===== config.mk =====
export PLATFORM = sky130hd
export DESIGN_NAME = hazard_stall_unit
export DESIGN_NICKNAME = d
export VERILOG_FILES = /design/src/rtl/hazard_stall_unit.sv
export SDC_FILE = /design/constraint.sdc
export NUM_CORES = 1
export LEC_CHECK = 0
export BUFFER_PORTS_ARGS = -buffer_cell sky130_fd_sc_hd__buf_2
export CAP_MARGIN = 0
export CORE_AREA = 2 2 39 41
export CTS_CLUSTER_DIAMETER = 150
export CTS_CLUSTER_SIZE = 40
export DETAILED_ROUTE_END_ITERATION = 16
export DIE_AREA = 0 0 41 43
export PLACE_DENSITY_LB_ADDON = 0.3
export SYNTH_ARGS = -nofsm -noshare
export SYNTH_HDL_FRONTEND = slang
export SYNTH_SLANG_ARGS = --single-unit

===== constraint.sdc =====
create_clock -name clk -period 2.2 [get_ports clk]
set_clock_uncertainty 0.2 [all_clocks]
set_input_delay 0.33 -clock clk [delete_from_list [all_inputs] [get_ports clk]]
set_output_delay 0.33 -clock clk [all_outputs]
set_load 0.03 [all_outputs]

===== src/rtl/hazard_stall_unit.sv =====
// Load-use / ID-branch hazard stall and flush controller for the 5-stage MIPS pipeline.
// Optional saturating stall counter (StallCount) enabled by defining HAZARD_STALL_COUNT_EN.
module hazard_stall_unit #(
  parameter int CNT_W     = 16,
  parameter int MAX_STALL = 2
) (
  input  logic       clk,
  input  logic       rst_n,
  input  logic       IDEX_MemRead,
  input  logic       IDEX_RegWrite,
  input  logic [4:0] IDEXRd,
  input  logic       EXMEM_MemRead,
  input  logic [4:0] EXMEMRd,
  input  logic [4:0] IFIDRs,
  input  logic [4:0] IFIDRt,
  input  logic       ID_UsesRt,
  input  logic       ID_Branch,
  input  logic       ID_BranchTaken,
  input  logic       ID_Jump,
  output logic       PCWrite,
  output logic       IFIDWrite,
  output logic       IDEX_Flush,
  output logic       IFID_Flush,
  output logic       Stalling
`ifdef HAZARD_STALL_COUNT_EN
  ,
  output logic [CNT_W-1:0] StallCount
`endif
);

  localparam int CW = $clog2(MAX_STALL + 1);

  if (CNT_W < 1 || MAX_STALL < 2) begin : g_bad_param
    $error("hazard_stall_unit: CNT_W must be >= 1 and MAX_STALL >= 2");
  end

  typedef enum logic {IDLE, STALL} state_e;

  state_e        state_q, state_d;
  logic [CW-1:0] cnt_q, cnt_d;
  logic [CW-1:0] need;
  logic          match_ex, match_mem;
  logic          stall;

  // A source only counts when it is a real register; rs==rt hits collapse to one match.
  assign match_ex  = (IDEXRd != 5'd0) &&
                     ((IDEXRd == IFIDRs) || (ID_UsesRt && (IDEXRd == IFIDRt)));
  assign match_mem = (EXMEMRd != 5'd0) &&
                     ((EXMEMRd == IFIDRs) || (ID_UsesRt && (EXMEMRd == IFIDRt)));

  always_comb begin
    need = '0;
    if (ID_Branch && IDEX_MemRead && match_ex)        need = CW'(2);
    else if (ID_Branch && IDEX_RegWrite && match_ex)  need = CW'(1);
    else if (ID_Branch && EXMEM_MemRead && match_mem) need = CW'(1);
    else if (!ID_Branch && IDEX_MemRead && match_ex)  need = CW'(1);
  end

  always_comb begin
    state_d = state_q;
    cnt_d   = cnt_q;
    stall   = 1'b0;
    if (state_q == IDLE) begin
      if (need != '0) begin
        stall = 1'b1;
        // Single-cycle stalls stay in IDLE and re-detect with the bubble in EX.
        if (need > CW'(1)) begin
          state_d = STALL;
          cnt_d   = need - CW'(1);
        end
      end
    end else begin
      stall = 1'b1;
      cnt_d = cnt_q - CW'(1);
      if (cnt_q == CW'(1)) state_d = IDLE;
    end
    if (!rst_n) stall = 1'b0;
  end

  always_ff @(posedge clk) begin
    if (!rst_n) begin
      state_q <= IDLE;
      cnt_q   <= '0;
    end else begin
      state_q <= state_d;
      cnt_q   <= cnt_d;
    end
  end

  // Branch outcome is only trusted once the stall has released.
  assign Stalling   = stall;
  assign PCWrite    = !stall;
  assign IFIDWrite  = !stall;
  assign IDEX_Flush = stall;
  assign IFID_Flush = rst_n && !stall && (ID_Jump || (ID_Branch && ID_BranchTaken));

`ifdef HAZARD_STALL_COUNT_EN
  logic [CNT_W-1:0] stall_cnt_q, stall_cnt_d;

  always_comb begin
    stall_cnt_d = stall_cnt_q;
    if (stall && (stall_cnt_q != {CNT_W{1'b1}})) stall_cnt_d = stall_cnt_q + CNT_W'(1);
  end

  always_ff @(posedge clk) begin
    if (!rst_n) stall_cnt_q <= '0;
    else        stall_cnt_q <= stall_cnt_d;
  end

  assign StallCount = stall_cnt_q;
`endif

endmodule


---- Yosys cells after proc, flatten, opt, wreduce, memory -nomap -nowiden ----
Index checks and enable logic that the tools add are counted.
storage, ports and cells
  flip-flop bits (word level) ............. 3
  latch bits .............................. 0
  RAM bits ................................ 0
  memory bits (read-only) ................. 0
  input bits .............................. 29
  output and inout port bits .............. 5
  logic and storage cells ................. 50
  memories ................................ 0
operators by class
  add/subtract/negate cells ............... 2
  $mul .................................... 0
  div/mod/pow operators ................... 0
  order comparisons ....................... 1
  equal/unequal tests ..................... 5
  shift operators ......................... 0
  muxes and demuxes ....................... 14
  bitwise gates (word level) .............. 0
  reductions and logical operators ........ 26
operators by type and width
  cell                                                                  number
  5-bit == test                                                         4
  1-bit logical AND                                                     15
  1-bit two-way mux                                                     10
  5-bit nonzero test                                                    2
  2-bit two-way mux                                                     4
  2-bit nonzero test                                                    3
  2-bit by 1-bit subtractor with 2-bit output, second input constant    2
  1-bit logical OR                                                      3
  2-bit by 1-bit == test with 1-bit output, second input constant       1
  2-bit by 1-bit > comparator with 1-bit output, second input constant  1
  1-bit zero test                                                       2
  2-bit AND reduction                                                   1

---- Depth between registers and ports, before layout ----
Gate-level depths: netlist of the first run.
  depth in word-level cells ............... 16
  mapped depth ............................ 6
  mapped depth without buffers ............ 5

---- Worst setup path before layout of the first run ----
OpenSTA, ideal clock, no wires.
  path type ............................... in2out
  from .................................... input port EXMEMRd[0]
  to ...................................... output port PCWrite
  arrival time ............................ 2.203 ns
  setup slack ............................. -0.533 ns
  stages on the path ...................... 5
  buffers on the path ..................... 1
  cell sequence ........................... or4_1 -> o211ai_2 -> a21oi_1 -> o31ai_1 -> buf_4
between the ends
  cells in the longest elaborated chain, start to end .. 13
  elaborated cells on any way between the ends .. 15
  classes of those cells .................. 2 x eq/ne; 6 x mux; 7 x reduce/logical
RTL lines
  what                  RTL line  text
  start: declaration    13        input logic [4:0] EXMEMRd,
  5-bit == test         49        ((EXMEMRd == IFIDRs) || (ID_UsesRt && (EXMEMRd == IFIDRt)));
  1-bit logical AND     49
  1-bit logical OR      49
  1-bit logical AND *   48        assign match_mem = (EXMEMRd != 5'd0) &&
  1-bit logical AND *   55        else if (ID_Branch && EXMEM_MemRead && match_mem) need = CW'(1);
  1-bit two-way mux *   55
  1-bit two-way mux *   54        else if (ID_Branch && IDEX_RegWrite && match_ex) need = CW'(1);
  2-bit two-way mux *   53        if (ID_Branch && IDEX_MemRead && match_ex) need = CW'(2);
  2-bit nonzero test *  64        if (need != '0) begin
  1-bit two-way mux *   64
  1-bit two-way mux *   63        if (state_q == IDLE) begin
  1-bit two-way mux *   77        if (!rst_n) stall = 1'b0;
  1-bit zero test *     --
  end: declaration      20        output logic PCWrite,
Mark *: on every way between the ends. The rest lies on a longest branch, timed or not.

---- Worst setup path after layout of the first run ----
  from .................................... input port EXMEMRd[3]
  to ...................................... output port IFIDWrite
between the ends
  cells in the longest elaborated chain, start to end .. 13
  elaborated cells on any way between the ends .. 15
  classes of those cells .................. 2 x eq/ne; 6 x mux; 7 x reduce/logical
RTL lines
  what                  RTL line  text
  5-bit == test         49
  1-bit logical AND     49
  1-bit logical OR      49
  1-bit logical AND *   48
  1-bit logical AND *   55
  1-bit two-way mux *   55
  1-bit two-way mux *   54
  2-bit two-way mux *   53
  2-bit nonzero test *  64
  1-bit two-way mux *   64
  1-bit two-way mux *   63
  1-bit two-way mux *   77
  1-bit zero test *     93        assign IFIDWrite = !stall;
  end: declaration      21        output logic IFIDWrite,
Marked as above.

==> summary.md, run 1 <==
| Metric | Value |
|---|---|
| Gr ovfl total | 0 |
| Synth cell types | 25 |
| Initial antenna violation count | 0 |
| Crit Path Max Fanout | 3 |
| Final min period | ~2.2 ns |
| Final net count | between 100 and 150 |
| Synthesized instance count | 60 |
| RSZ-0062 raised after global routing | yes |
| Core footprint | 1380 sq um |
| Area Overhead vs Synth | 84.2% |
| Clk buf depth | 2 |
| Final Cycle Share | 1.01 |
| Post-synth top cells | xor2_1, nand2_1, nor2_1, xnor2_1 |
| GRT Util Overall | 0.168 |
| Syn Std Cell Area | 484 sq um |
| Hold path start | rst_n |
| P_leak | around 0.00041 uW |
| Routed vias | about 590 |
| WP data required | 1.67 ns |
| YS warnings | 0 |
| Worst r2r path cells | 3 |
| Synth Area in XOR/XNOR | 0.362 |
| IO Port Bufs | 33 |
| CP max stage cell | or4_4 |
| Std-Cell Rows | 14 |
| Max-cap violations | 0 |
| Cell taking the most area after synthesis | xor2_1 |
| Final Util | 0.645 |
| Mux share of post-synthesis cell area | 0 |
| Synth Area in Simple Gates | 0.258 |
| CP Capture Type | primary output |
| Slew @ Worst Pin | ~0.35 ns |
| Register area share after synthesis | 0.124 |
| Num ports | 34 |
| Wirelength per Cell | around 13 um |
| Post-Layout Cell Count | 121 |
| Compound-Gate Fraction of Synth Area | 0.183 |
| CTS tree | yes |
| TritonCTS sink count | 3 |
| Initial core utilization | 0.350 |
| Routed vias/inst | slightly below 5 |
| Crit path kind | input pin to primary output |
| DRC | 0 |
| RD Place Congestion | 0.695 |
| Yosys reg bits | 3 |
| Hold Vio Cnt, Final | 0 |
| Fmax | 0.450 GHz |
| Worst-path clk slew | roughly 0.040 ns |
| Largest net degree at the start of global routing | 10 |
| # diodes | 0 |
| DR iter-0 viols | 14 |
| Vias in the first global route | around 530 |
| Post-route ant nets | 0 |
| Main synth FF type | dfxtp_1 |
| H-tree depth | 1 |
| Routed WL | ~1500 um |
| Worst setup SP type | input pin |
| Reg2reg setup slack | just over 1 ns |
| RR Endpoint | cnt_q[1] |
| Die height | around 43 um |
| Rel. slew slack | 0.764 |
| Dpl ws | -0.123 ns |
| Outcome | complete, but fails checks |
| Critical path's largest stage delay | ~0.54 ns |
| WP depth | 6 |
| CP delay by family, top | compound AO/OA/AOI/OAI gates |
| Syn_nets | 90 |
| Post-placement cell count | about 110 |
| EDFF count, synth | 0 |
| CP startpoint | EXMEMRd[3] |
| Adder-cell share of the synthesized area | 0.0258 |
| Reg-to-reg startpoint | cnt_q[1] |
| Worst Path Buf+Inv | 2 |
| Total die area | roughly 1800 sq um |
| Root buffer cell | clkbuf_4 |
| Share of layout cells above drive strength 1 | 0.552 |
| Worst hold path class | input pin to register |
| Drt pass-1 iters | 3 |
| Most numerous cell on the critical path | buf_6 |
| Yosys top cell area share | 0.289 |
| Violations in the final reports | setup timing |
| Ys async rst share | 0 |
| VDD IR max | around 0.00039 V |
| Final slew viol count | 0 |
| Cts hold-fix bufs | 0 |
| Syn Area/Cell | between 8 and 9 sq um |
| Worst-path cell chain | buf_6 -> or4_4 -> o211ai_4 -> a21oi_4 -> o31ai_4 -> buf_6 |
| Clock Latency Late Sink | between 0.2 and 0.25 ns |
| Die W | a little over 40 um |
| First-pass GRT wire length | between 2000 and 2500 um |
| Most frequent cell after synthesis | xor2_1 |
| Worst setup path end | IFIDWrite |
| Power Density | 332 nW/um^2 |
| Final setup fails | 5 |
| Setup ws final | -0.0242 ns |
| Final HPWL DP | between 1000 and 1500 um |
| Worst EP arrival | between 1.5 and 2 ns |
| Synth area leaders | xor2_1, dfxtp_1, xnor2_1, nand4b_4, nand2_1 |
| Largest family of logic cells by synthesized area | XOR/XNOR gates |
| Total CTS buffers | 3 |
[placed cells by master, fill, tap and decap left out, drive strengths merged]
| cell | n |
|---|---|
| nand3 | 2 |
| nor4 | 3 |
| o31ai | 1 |
| ha | 1 |
| a32oi | 1 |
| nand2b | 1 |
| inv | 1 |
| nand2 | 6 |
| nor2 | 4 |
| o31a | 1 |
| o22ai | 1 |
| buf | 44 |
| o211ai | 1 |
| or4 | 1 |
| a211oi | 1 |
| clkbuf | 4 |
| a32o | 1 |
| xor2 | 16 |
| a21oi | 3 |
| a21o | 1 |
| dfxtp | 3 |
| nor3 | 3 |
| xnor2 | 4 |
| nand4b | 1 |
[how the worst min path moves through the flow]
stage,to,slack [ns],cells past startpoint
floorplan,cnt_q[0],0.25,2
detailed placement,cnt_q[0],0.32,2
global route,cnt_q[0],0.22,3
global placement,cnt_q[0],0.31,2
finish,cnt_q[0],0.21,3
CTS,cnt_q[0],0.21,3
[power breakdown]
| part | total [uW] | internal (uW) | leakage (uW) | switching [uW] |
|---|---|---|---|---|
| registers | 57.5 | 56.0 | 0.0000242 | 1.56 |
| clock network | 97.4 | 68.0 | 0.0000150 | 29.4 |
| logic | 141 | 74.3 | 0.000366 | 66.8 |
[per-layer routing]
metal | track usage | vias to the layer above | share of wire
li1 | - | 306 | -
met1 | 0.205 | 266 | 0.42
met2 | 0.294 | 19 | 0.53
met3 | 0.0314 | 0 | 0.055
met4 | 0.0200 | 0 | 0
met5 | 0 | - | 0
[cell type report]
cell class / instances / area (sq um)
Inverter: 1 / 3.75
Multi-Input combinational cell: 53 / 468
Clock buffer: 4 / 26.3
Fill cell: 122 / 492
Tap cell: 16 / 20.0
Timing Repair Buffer: 44 / 314
Sequential cell: 3 / 60.1
[metrics by stage]
step,total power [uW],hold WS [ns],area [sq um],setup TNS (ns)
after floorplan,113,0.246,502,-0.202
after global placement,171,0.313,724,-0.486
after CTS,287,0.205,831,-0.260
after detailed placement,173,0.324,724,-0.569
final,296,0.211,892,-0.0930
after global routing,318,0.217,892,-0.350
[cell families after synthesis]
group           Yosys count
compound gates           11
xor+xnor                 20
fa+ha+maj                 1
buf+inv                   4
flops                     3
simple gates             21
[flip-flops by register name, summed over array words and instances, names as in the netlist]
| name | count |
|---|---|
| cnt_q | 2 |
| state_q | 1 |
[worst register-to-register path: stages (launching register included)]
cell	delay, ns
dfxtp_1	0.32
inv_1	0.04
ha_1	0.26
a32o_1	0.25
[repair_timing]
| action | 4_1_cts | 5_1_grt |
|---|---|---|
| pin swaps | 6 | 6 |
| setup endpoints to repair | 5 | 5 |
| buffers inserted | 2 | 1 |
| resized for setup | 17 | 10 |
Note: power is estimated with default switching activity, not from simulation.
==> inputs of run 2 (changes only) <==
--- a/config.mk
+++ b/config.mk
@@ -12,7 +12,7 @@
 export CTS_CLUSTER_SIZE = 40
 export DETAILED_ROUTE_END_ITERATION = 16
 export DIE_AREA = 0 0 41 43
-export PLACE_DENSITY_LB_ADDON = 0.3
+export PLACE_DENSITY = 0.69
 export SYNTH_ARGS = -nofsm -noshare
 export SYNTH_HDL_FRONTEND = slang
 export SYNTH_SLANG_ARGS = --single-unit
==> summary.md, run 2 (synthesized netlist as in run 1, its figures left out) <==
| Metric | Value |
|---|---|
| H-tree depth | 1 |
| Worst EP arrival | 1.74 ns |
| Biggest regs | cnt_q (2), state_q (1) |
| Final slew viol count | 0 |
| RD Place Congestion | roughly 0.79 |
| Max-cap violations | 0 |
| Std-Cell Rows | 14 |
| Gr ovfl total | 0 |
| WP data required | about 1.7 ns |
| Most numerous cell on the critical path | buf_4 |
| GRT Util Overall | 0.182 |
| Net Sw Power | between 100 and 150 uW |
| RSZ-0062 raised after global routing | yes |
| IO Port Bufs | 33 |
| Largest net degree at the start of global routing | 10 |
| Routed vias | 604 |
| Final instance area | roughly 900 sq um |
| Worst setup SP type | input pin |
| CTS tree | yes |
| Clk buf depth | 2 |
| Most frequent cells in the layout | buf_2, xor2_1, buf_4 |
| Fmax | between 0.4 and 0.5 GHz |
| Final min period | about 2.3 ns |
| Rel. slew slack | 0.765 |
| Global routing usage on met3 | 0.0524 |
| Combinational power share | 0.485 |
| CP Capture Type | primary output |
| Cell internal pwr | 199 uW |
| P_leak | between 0.0004 and 0.0005 uW |
| Critical path's largest stage delay | ~0.34 ns |
| Setup ws final | -0.0730 ns |
| Die W | between 40 and 50 um |
| Reg power frac | 0.191 |
| M2 GR Usage | 0.303 |
| Final Util | 0.646 |
| CP max stage cell | nor4_2 |
| Wirelength per Cell | about 13 um |
| Routed vias/inst | a little over 5 |
| Routed WL | around 1600 um |
| Total die area | between 1500 and 2000 sq um |
| DR iter-0 viols | 9 |
| Post-Place Cell Area | 724 sq um |
| Clock Latency Late Sink | 0.23 ns |
| # diodes | 0 |
| Final net count | approximately 140 |
| Commonest non-fill, non-tap cell in the layout | buf_2 |
| DRC | 0 |
| Die height | between 40 and 50 um |
| Initial core utilization | 0.350 |
| Cts hold-fix bufs | 0 |
| Root buffer cell | clkbuf_4 |
| Final HPWL DP | ~1100 um |
| Final Hold Slack | 0.200 ns |
| Worst Path Buf+Inv | 3 |
| Share of layout cells above drive strength 1 | 0.548 |
| Final setup fails | 5 |
| Worst-path clk slew | 0.03 ns |
| Clock share of power | 0.324 |
| Core footprint | between 1000 and 1500 sq um |
| Total CTS buffers | 3 |
| Crit path kind | input pin to primary output |
| First-pass GRT wire length | roughly 2200 um |
| CP delay by family, top | buffers and inverters |
| Post-route ant nets | 0 |
| Worst-path cell chain | buf_4 -> xor2_1 -> nor4_2 -> a32oi_2 -> a211oi_2 -> buf_4 -> nor4_2 -> buf_4 |
| Fill count | ~120 |
| Violations in the final reports | setup timing |
| Hold Vio Cnt, Final | 0 |
| Final Cycle Share | 1.03 |
| Largest reg by FF count | cnt_q |
| VDD IR max | 0.000348 V |
| Vias in the first global route | 578 |
| Crit Path Max Fanout | 3 |
| Top Usage Layer GRT | met2 |
| Area Overhead vs Synth | 84.8% |
| Switching Fraction | 0.338 |
| Num ports | 34 |
| Worst hold path class | input pin to register |
| Max reg flops | 2 |
| Drt pass-1 iters | 4 |
| Initial antenna violation count | 0 |
| Power Density | approximately 340 nW/um^2 |
| Slew @ Worst Pin | roughly 0.35 ns |
| Outcome | complete, but fails checks |
| Met1 Use GR | 0.182 |
| TritonCTS sink count | 3 |
## run 2: cell count changes in the layout (fill, tap and decap cells not counted), sizes merged
| cell | previous run | this run |
|---|---|---|
| buf | 44 | 43 |
## run 2: power groups by stage
stage                     registers, uW  clock network, uW  logic (uW)
after floorplan                    57.4                  0        55.4
after global placement             58.2                  0         112
after detailed placement           58.3                  0         115
after CTS                          57.5                101         127
after global routing               57.6                106         158
final                              57.5               97.2         146
## run 2: path summary, 6_finish.rpt
check                 start    endpoint  slack [ns]  depth (start not counted)
hold reg to reg    cnt_q[0]    cnt_q[0]        0.33                          2
setup / recovery  IDEXRd[0]  IFID_Flush       -0.07                          8
hold / removal        rst_n    cnt_q[0]        0.20                          3
setup reg to reg   cnt_q[1]    cnt_q[1]        1.03                          3
## run 2: through the flow
step	cells	TNS [ns]	power, uW	worst slack (ns)
finish	120	-0.294	300	-0.0730
global placement	114	-0.371	171	-0.102
global route	120	-0.721	321	-0.152
floorplan	60	-0.202	113	-0.0887
detailed placement	114	-0.525	173	-0.149
CTS	119	-0.244	285	-0.0584
## run 2: area by class of cell
class                           instances  area, sq um  area share
Timing Repair Buffer                   43          318       0.355
Clock buffer                            4         26.3      0.0294
Inverter                                1         3.75     0.00420
Sequential cell                         3         60.1      0.0671
Tap cell                               16         20.0      0.0224
Multi-Input combinational cell         53          467       0.522
## run 2: timing repair
action,4_1_cts,5_1_grt
resized for setup,16,13
setup buffers,1,1
pin swaps,9,9
setup endpoints to repair,5,5
## run 2: metal layers
layer  vias to the layer above  routed length [um]
li1                        303                   -
met1                       274                 618
met2                        21                 857
met3                         6                  83
met4                         0                  55
met5                         -                   0
## run 2: worst reg2reg max path: cells and delay by family (launching register included)
family	cells	cell delay, ns
flip-flops	1	0.31
AO/OA/AOI/OAI	1	0.25
adder cells (fa/ha/maj)	1	0.26
buffers and inverters	1	0.04
==> inputs of run 3 (changes only) <==
--- a/config.mk
+++ b/config.mk
@@ -13,6 +13,7 @@
 export DETAILED_ROUTE_END_ITERATION = 16
 export DIE_AREA = 0 0 41 43
 export PLACE_DENSITY = 0.69
+export SETUP_SLACK_MARGIN = 0.5
 export SYNTH_ARGS = -nofsm -noshare
 export SYNTH_HDL_FRONTEND = slang
 export SYNTH_SLANG_ARGS = --single-unit
==> summary.md, run 3 (synthesized netlist as in run 1, its figures left out) <==
| Metric | Value |
|---|---|
| Outcome | complete, but fails checks |
| Violations in the final reports | setup timing |
| CTS tree | yes |
| IO Port Bufs | 33 |
| TritonCTS sink count | 3 |
| Final slew viol count | 0 |
| DRC | 0 |
| Power Density | 341 nW/um^2 |
| DR iter-0 viols | 5 |
| Num ports | 34 |
| CP Capture Type | primary output |
| Largest net degree at the start of global routing | 10 |
| Max-cap violations | 0 |
| Final Power | slightly below 300 uW |
| Slew @ Worst Pin | about 0.36 ns |
| Biggest regs | cnt_q (2), state_q (1) |
| Crit Path Max Fanout | 3 |
| Clk buf depth | 2 |
| Fill count | 123 |
| H-tree depth | 1 |
| Rel. slew slack | 0.761 |
| Worst setup SP type | input pin |
| Final Cycle Share | 1.01 |
| VDD IR max | between 0.0002 and 0.0003 V |
| Max reg flops | 2 |
| Routed vias/inst | about 4.9 |
| Share of layout cells above drive strength 1 | 0.519 |
| Final Hold Slack | 0.200 ns |
| Wirelength per Cell | 12.0 um |
| Total die area | 1760 sq um |
| Post-placement cell count | between 100 and 150 |
| Die height | roughly 43 um |
| Std-Cell Rows | 14 |
| Core footprint | 1380 sq um |
| Routed vias | slightly below 600 |
| Routed WL | approximately 1400 um |
| Total CTS buffers | 3 |
| Crit path kind | input pin to primary output |
| Hold Vio Cnt, Final | 0 |
| Final HPWL DP | between 1000 and 1500 um |
| GRT Util Overall | 0.181 |
| Drt pass-1 iters | 2 |
| Gr ovfl total | 0 |
| Final setup TNS | -0.0335 ns |
| RD Place Congestion | 0.825 |
| Worst hold path class | input pin to register |
| Worst EP arrival | 1.69 ns |
| Area Overhead vs Synth | 78.6% |
| Post-route ant nets | 0 |
| Worst r2r path cells | 3 |
| Final min period | 2.22 ns |
| Root buffer cell | clkbuf_4 |
| WP data required | approximately 1.7 ns |
| Hold depth | 3 |
| Setup ws final | -0.0170 ns |
| Largest reg by FF count | cnt_q |
| Worst-path clk slew | 0.03 ns |
| Most frequent cells in the layout | buf_2, xor2_1, buf_4 |
| First-pass GRT wire length | 2170 um |
| RSZ-0062 raised after global routing | yes |
| Clock Latency Late Sink | approximately 0.24 ns |
| P_leak | between 0.0003 and 0.0004 uW |
| # diodes | 0 |
| Die W | between 40 and 50 um |
| Initial core utilization | 0.350 |
| Commonest non-fill, non-tap cell in the layout | buf_2 |
| Fmax | roughly 0.45 GHz |
| Final setup fails | 2 |
| Vias in the first global route | around 600 |
| Final net count | about 140 |
| Dpl ws | -0.133 ns |
| Post-Layout Cell Count | 120 |
| Initial antenna violation count | 0 |
[run 3: cell counts in the layout (fill, tap and decap cells not counted)]
Identical to the previous run, type by type.
[run 3: cell type report]
class	instances	area, sq um	share of cell area
Sequential cell	3	60.1	0.0695
Timing Repair Buffer	43	309	0.357
Clock buffer	4	26.3	0.0304
Tap cell	16	20.0	0.0232
Inverter	1	3.75	0.00434
Multi-Input combinational cell	53	445	0.515
[run 3: routing by layer]
| layer | up-vias | GRT usage | share of wire |
|---|---|---|---|
| li1 | 303 | - | - |
| met1 | 268 | 0.183 | 0.38 |
| met2 | 16 | 0.284 | 0.53 |
| met3 | 6 | 0.0681 | 0.062 |
| met4 | 0 | 0.127 | 0.026 |
| met5 | - | 0 | 0 |
[run 3: worst paths after layout]
path               from    endpoint  slack (ns)
max          EXMEMRd[0]  IDEX_Flush       -0.02
min               rst_n    cnt_q[0]        0.20
max reg2reg    cnt_q[1]    cnt_q[1]        1.03
min reg2reg    cnt_q[0]    cnt_q[0]        0.33
[run 3: timing repair]
item | 4_1_cts | 5_1_grt
hold buffers | 0 | 0
pin swaps | 9 | 11
buffers inserted | 1 | 0
setup endpoints to repair | 6 | 8
resized for setup | 15 | 9
[run 3: through the flow]
stage                     area (sq um)   util
after floorplan                    502      -
after global placement             732  0.529
after CTS                          818  0.591
final                              865  0.625
after global routing               865  0.625
after detailed placement           732  0.529
[run 3: report_power, final]
| group | switching (uW) | leakage [uW] | internal [uW] |
|---|---|---|---|
| sequential | 1.48 | 0.0000242 | 56.0 |
| clock | 33.9 | 0.0000150 | 68.3 |
| combinational | 63.7 | 0.000360 | 71.6 |
[run 3: critical path: stages]
cell and delay (ns):
buf_8 0.10, xor2_1 0.15, nor4_1 0.32, nand3_1 0.19, a21oi_4 0.24, o31a_1 0.20, buf_6 0.15
